$ cat config.mk
export PLATFORM = sky130hd
export DESIGN_NAME = program_loader
export DESIGN_NICKNAME = d
export VERILOG_FILES = /design/src/rtl/program_loader_pkg.sv /design/src/rtl/byte_word_packer.sv /design/src/rtl/program_loader.sv
export SDC_FILE = /design/constraint.sdc
export NUM_CORES = 1
export LEC_CHECK = 0
export BUFFER_PORTS_ARGS = -buffer_cell sky130_fd_sc_hd__buf_2
export CAP_MARGIN = 20
export CORE_ASPECT_RATIO = 1.4
export CORE_MARGIN = 1
export CORE_UTILIZATION = 50
export CTS_CLUSTER_DIAMETER = 50
export DETAILED_ROUTE_END_ITERATION = 10
export HOLD_SLACK_MARGIN = 0.03
export PLACE_DENSITY = 0.76
export SLEW_MARGIN = 5
export SYNTH_ARGS = -nofsm -noshare
export SYNTH_HDL_FRONTEND = slang
export SYNTH_SLANG_ARGS = --single-unit
$ cat constraint.sdc
create_clock -name clk -period 2.2 [get_ports clk]
set_input_delay 0.44 -clock clk [delete_from_list [all_inputs] [get_ports clk]]
set_output_delay 0.44 -clock clk [all_outputs]
set_load 0.02 [all_outputs]
$ cat src/rtl/program_loader_pkg.sv
// Shared definitions for the program loader: FSM encoding and stream framing constants.
package program_loader_pkg;

    localparam int unsigned LEN_BYTES      = 2;
    localparam int unsigned LEN_W          = LEN_BYTES * 8;
    localparam int unsigned BYTES_PER_WORD = 4;
    localparam int unsigned LANE_W         = $clog2(BYTES_PER_WORD);

    typedef enum logic [2:0] {
        IDLE   = 3'd0,
        LEN_LO = 3'd1,
        LEN_HI = 3'd2,
        DATA   = 3'd3,
        WRITE  = 3'd4,
        DONE   = 3'd5,
        ERROR  = 3'd6
    } loader_state_e;

endpackage

$ cat src/rtl/byte_word_packer.sv
// Packs little-endian bytes into 32-bit words; exposes the completed word in the
// same cycle its last byte is accepted so the caller can latch it directly.
module byte_word_packer
    import program_loader_pkg::*;
(
    input  logic        clk,
    input  logic        reset,
    input  logic        clear,
    input  logic [7:0]  byte_in,
    input  logic        byte_en,
    output logic [31:0] word_c,
    output logic        word_full_c
);

    logic [LANE_W-1:0]                lane;
    logic [BYTES_PER_WORD-2:0][7:0]   lanes;

    // Lanes 0..2 are stored; the top lane is taken straight from byte_in.
    always_ff @(posedge clk) begin
        if (reset || clear) begin
            lane  <= '0;
            lanes <= '0;
        end else if (byte_en) begin
            lane <= lane + LANE_W'(1);
            for (int i = 0; i < int'(BYTES_PER_WORD) - 1; i++) begin
                if (lane == LANE_W'(i)) begin
                    lanes[i] <= byte_in;
                end
            end
        end
    end

    assign word_c      = {byte_in, lanes};
    assign word_full_c = byte_en && (lane == LANE_W'(BYTES_PER_WORD - 1));

endmodule

$ cat src/rtl/program_loader.sv
// Streams a length-prefixed little-endian image into program memory and holds
// the core in reset until the whole image has been written.
module program_loader
    import program_loader_pkg::*;
#(
    parameter int unsigned ADDR_WIDTH = 7,
    parameter int unsigned MEM_SIZE   = 128
) (
    input  logic                  clk,
    input  logic                  reset,
    input  logic                  start,
    input  logic [7:0]            byte_in,
    input  logic                  byte_valid,
    output logic                  byte_ready,
    output logic                  mem_we,
    output logic [ADDR_WIDTH-1:0] mem_addr,
    output logic [31:0]           mem_wdata,
    output logic                  cpu_reset_hold,
    output logic                  done,
    output logic                  error,
    output logic [ADDR_WIDTH:0]   words_written
);

    localparam int unsigned CNT_W = ADDR_WIDTH + 1;

    loader_state_e         state, state_d;
    logic [LEN_W-1:0]      length, length_d;
    logic [CNT_W-1:0]      words_written_d;
    logic [ADDR_WIDTH-1:0] mem_addr_d;
    logic [31:0]           mem_wdata_d;
    logic                  byte_ready_d;
    logic                  mem_we_d;
    logic                  done_d;
    logic                  error_d;
    logic                  cpu_reset_hold_d;
    logic                  clear_c;
    logic                  transfer_c;
    logic                  data_en_c;
    logic [LEN_W-1:0]      hdr_len_c;
    logic [31:0]           word_c;
    logic                  word_full_c;

    assign transfer_c = byte_valid && byte_ready;
    assign data_en_c  = transfer_c && (state == DATA);
    assign hdr_len_c  = {byte_in, length[7:0]};

    byte_word_packer u_packer (
        .clk         (clk),
        .reset       (reset),
        .clear       (clear_c),
        .byte_in     (byte_in),
        .byte_en     (data_en_c),
        .word_c      (word_c),
        .word_full_c (word_full_c)
    );

    // State and registered outputs.
    always_ff @(posedge clk) begin
        if (reset) begin
            state          <= IDLE;
            length         <= '0;
            words_written  <= '0;
            mem_addr       <= '0;
            mem_wdata      <= '0;
            byte_ready     <= 1'b0;
            mem_we         <= 1'b0;
            done           <= 1'b0;
            error          <= 1'b0;
            cpu_reset_hold <= 1'b1;
        end else begin
            state          <= state_d;
            length         <= length_d;
            words_written  <= words_written_d;
            mem_addr       <= mem_addr_d;
            mem_wdata      <= mem_wdata_d;
            byte_ready     <= byte_ready_d;
            mem_we         <= mem_we_d;
            done           <= done_d;
            error          <= error_d;
            cpu_reset_hold <= cpu_reset_hold_d;
        end
    end

    // Next state; outputs are decoded from the next state so they line up with it.
    always_comb begin
        state_d         = state;
        length_d        = length;
        words_written_d = words_written;
        mem_addr_d      = mem_addr;
        mem_wdata_d     = mem_wdata;
        clear_c         = 1'b0;

        case (state)
            IDLE, DONE, ERROR: begin
                if (start) begin
                    state_d         = LEN_LO;
                    clear_c         = 1'b1;
                    words_written_d = '0;
                    length_d        = '0;
                end
            end
            LEN_LO: begin
                if (transfer_c) begin
                    length_d[7:0] = byte_in;
                    state_d       = LEN_HI;
                end
            end
            LEN_HI: begin
                if (transfer_c) begin
                    length_d[15:8] = byte_in;
                    if (hdr_len_c == '0) begin
                        state_d = DONE;
                    end else if (hdr_len_c > LEN_W'(MEM_SIZE)) begin
                        state_d = ERROR;
                    end else begin
                        state_d = DATA;
                    end
                end
            end
            DATA: begin
                if (word_full_c) begin
                    state_d     = WRITE;
                    mem_addr_d  = words_written[ADDR_WIDTH-1:0];
                    mem_wdata_d = word_c;
                end
            end
            WRITE: begin
                words_written_d = words_written + CNT_W'(1);
                if (LEN_W'(words_written_d) == length) begin
                    state_d = DONE;
                end else begin
                    state_d = DATA;
                end
            end
            default: begin
                state_d = IDLE;
            end
        endcase

        byte_ready_d     = (state_d == LEN_LO) || (state_d == LEN_HI) || (state_d == DATA);
        mem_we_d         = (state_d == WRITE);
        done_d           = (state_d == DONE);
        error_d          = (state_d == ERROR);
        cpu_reset_hold_d = (state_d != DONE);
    end

endmodule

==> impl_summary.txt <==
----------------------------------------------------
[Logic synthesis]
  Share of synthesized registers carrying an async set or reset ... 0%
  Cell with the most instances after synthesis ... nand2_1
  Area fraction in compound gates after synthesis ... 18.4%
  Top area cells in the synthesized netlist ... dfxtp_1 49%, nand2_1 11%, a21oi_1 11%, nand3_1 4.4%, clkbuf_1 2.4%
  Library cells used by synthesis ... 50
  Xor and xnor area share after synthesis ... 1.97%
  Largest area contributor in the synthesized netlist ... dfxtp_1
  Post-Synthesis Cells ... 505
  Net count after synthesis ... 522
  Post-synthesis register bit count ... 97
  Post-synth design cell area ... 4000 µm²
  Synthesis warning total ... 0
  Dominant combinational cell family by area after synthesis ... simple AND/OR/NAND/NOR gates
  Top cells by count, synth ... 122 x nand2_1, 97 x dfxtp_1, 89 x a21oi_1
  Proportion of synthesized chip area in sequential cells ... 48.5%
  Count of flip-flops with a built-in enable after synthesis ... 0
  Ys flop type ... dfxtp_1
  Avg Synthesized Cell Area ... 7.93 µm²
  Simple-gate area share of the yosys netlist ... 25.7%
  Adder-Cell Fraction of Synth Area ... 1.56%
  Multiplexer share of the synthesized area ... 0.250%
  Share of Yosys cell area claimed by the top area cell type ... 48.5%

[Worst setup path]
  Startpoint of the lowest-slack register-to-register path ... length[8]
  Maximum fanout encountered on the critical timing path ... 4
  Critical-path cell with the highest stage delay ... or4_4
  FF-to-FF path depth ... 6
  Worst path arrival time ... 2.49 ns
  Endpoint type of the worst setup path ... flop
  Classification of the worst setup path ... reg2reg
  Minimum setup slack among reg-to-reg paths ... -0.03 ns
  Worst Setup Start Kind ... flop
  Data required time of the critical path ... 2.46 ns
  Highest cell delay on the worst timing path ... 0.54 ns
  RR Endpoint ... cpu_reset_hold
  Worst-path cell chain ... or4_4 > nor4_4 > o2111ai_1 > a2111o_1 > or2_4 > a211o_1

[Power and ir drop]
  Leakage component of the power ... 1.81 nW
  Maximum vdd ir drop ... 461 µV
  Pwr dens ... 651 nW/µm²
  Power after layout ... 0.00310 W

[Floorplan]
  Effective utilization at floorplan ... 51.7%
  Full die area ... 8370 µm²
  Height of the die ... 108 µm
  IO Pins ... 64
  Core Footprint ... 7750 µm²
  Chip width ... 77.6 µm
  Core Rows ... 38

[Status]
  Outcome ... finished, violations left
  Violations in the final reports ... setup timing

[Detailed routing]
  Total wirelength of the detailed-routed design ... 9880 µm
  Post-route DRC ... 0
  Ratio of routed vias to standard cells ... 5.57
  Drt initial violations ... 151
  DRT Pass-1 Iters ... 7
  Detail Route Antenna Nets ... 0
  Via total after detailed routing ... 3806
  WL/cell ... 14.5 µm

[Worst hold path]
  Worst-case hold path end point ... mem_addr[2]
  Worst hold path type ... reg2reg
  Hold Crit Depth ... 2
  Hold path startpoint ... mem_addr[2]

[Clocking]
  Skew-Pair Late Insertion Delay ... 0.36 ns
  Clock-pin slew on the worst setup and hold paths ... 0.09 ns
  Library cell used as clock root buffer ... clkbuf_8
  Sink Count ... 97
  H-tree lvl count ... 3
  TritonCTS Buffers ... 9
  Clock tree from TritonCTS ... done
  Maximum clock path buffer count ... 2

[GRT]
  Number of global-route vias before repair ... 3549
  Grt peak-use layer ... met2
  Global routing met3 resource utilization ... 3.81%
  Largest net degree at the start of global routing ... 49
  Met1 Use GR ... 27.5%
  Global Route Usage Sum ... 24.8%
  Met2 Use GR ... 43.2%
  Antenna violations before repair ... 0
  Wire length of the first global-routing pass ... 16200 µm
  GRT overflow ... 0

[Cells and area]
  Layout fillers ... 703
  Fin cells ... 683
  Share of post-route cells with drive strength above 1 ... 21.1%
  Antenna diodes ... 0
  Layout net count ... 595
  Layout Area Growth over Synthesis ... 19.0%
  Multi-input combinational cell area ... 1940 µm²
  Register cell area after layout ... 1940 µm²
  Final core utilization ... 61.5%

[Placed design]
  Setup WS pre-CTS ... -0.0392 ns
  DP HPWL ... 6950 µm
  Port buffer count ... 63
  Gpl congestion ... 0.909
  DP Cell Count ... 666

[Timing]
  Worst Slack Setup Final ... -0.0322 ns
  Post-route setup TNS ... -0.0322 ns
  Final hold vios ... 0
  RSZ-0062 raised after global routing ... true
  Count of endpoints failing setup in the final report ... 1
  Count of pins over their slew limit ... 0
  Min Clock Period, post-route ... 2.23 ns
  Headroom to the max-slew limit ... 61.6%
  Slew at the pin with the worst max-slew slack ... 0.574 ns
  Final cycle utilization of the critical path ... 101%
  Max Clk Rate ... 0.448 GHz
  Post-Route Skew ... 0.00499 ns

[Job]
  Max-capacitance violation count ... 0

----------------------------------------------------
## stage by stage
| stage | hold slack (ns) | instance area (µm²) |
|---|---|---|
| 3_3_place_gp | 0.441 | 4570 |
| 5_1_grt | 0.476 | 4760 |
| 6_report | 0.458 | 4760 |
| 3_5_place_dp | 0.446 | 4570 |
| 4_1_cts | 0.458 | 4740 |
| 2_1_floorplan | 0.432 | 4010 |
## repair_timing
action	in CTS	in global routing
cloned	0	0
endpoints found under the setup margin	1	4
buffers inserted	0	1
pin swaps	1	2
hold buffers	0	0
gates resized for setup	2	3
## logic make-up (layout without fill, tap and decap cells)
logic type	count (synthesis)	count (layout)
adder cells (fa/ha/maj)	5	5
flip-flops	97	97
multiplexers	1	1
AND/OR/NAND/NOR	226	226
XOR/XNOR	9	9
buffers and inverters	37	115
AO/OA/AOI/OAI	130	130
## worst max path at each step
stage                     startpoint  slack, ns             end
finish                     length[8]      -0.03  cpu_reset_hold
global route               length[8]      -0.09  cpu_reset_hold
CTS                       length[11]      -0.02  cpu_reset_hold
detailed placement        length[11]      -0.04  cpu_reset_hold
global placement           length[8]      -0.05  cpu_reset_hold
floorplan           words_written[1]       0.04  cpu_reset_hold
## sequential cells by signal, indices dropped and copies added (netlist names), 2 cells and up
name / flops
length: 16
mem_addr: 7
mem_wdata: 32
state: 3
u_packer.lane: 2
u_packer.word_c: 24
words_written: 8
## per-layer routing
layer | vias to the layer above | wire length (µm)
met2 | 102 | 5130
met3 | 32 | 447
li1 | 1882 | -
met1 | 1790 | 3890
met5 | - | 0
met4 | 0 | 415
## worst max-delay path, delay by kind of cell, from the launching register on
family / cells / cell delay [ns]
AND/OR/NAND/NOR: 3 / 1.08
flip-flops: 1 / 0.33
AO/OA/AOI/OAI: 3 / 0.72
## where the power goes
part	switching (W)	internal [W]	leakage (nW)
logic	0.000191	0.000118	0.945
clock network	0.000596	0.000410	0.0835
registers	0.0000129	0.00177	0.783
total	0.000799	0.00230	1.81
## cells in the final DEF, fill, tap and decap left out, types with 3 or more instances in the layout
cell type  instances
nor2_1            24
nor4_1             5
a22oi_1           10
nand3b_1           4
nand2b_1           7
nand3_1           35
nor2b_1            3
clkbuf_8           9
ha_1               5
or3_1              4
buf_2             63
inv_1              3
buf_4             32
xnor2_1            3
o21ai_0           11
dfxtp_1           95
nor3_1             3
nand2_1          122
a21oi_1           89
xor2_1             6
clkinv_2           3
## area by class of cell
cell class	count	share of cell area [%]
well taps	100	2.63
clock inverters	5	0.657
multi-input cells	371	40.8
clock buffers	11	2.76
inverters	3	0.236
flip-flops and latches	97	40.8
repair buffers	96	12.1
Power figures use the tool's default switching activity.
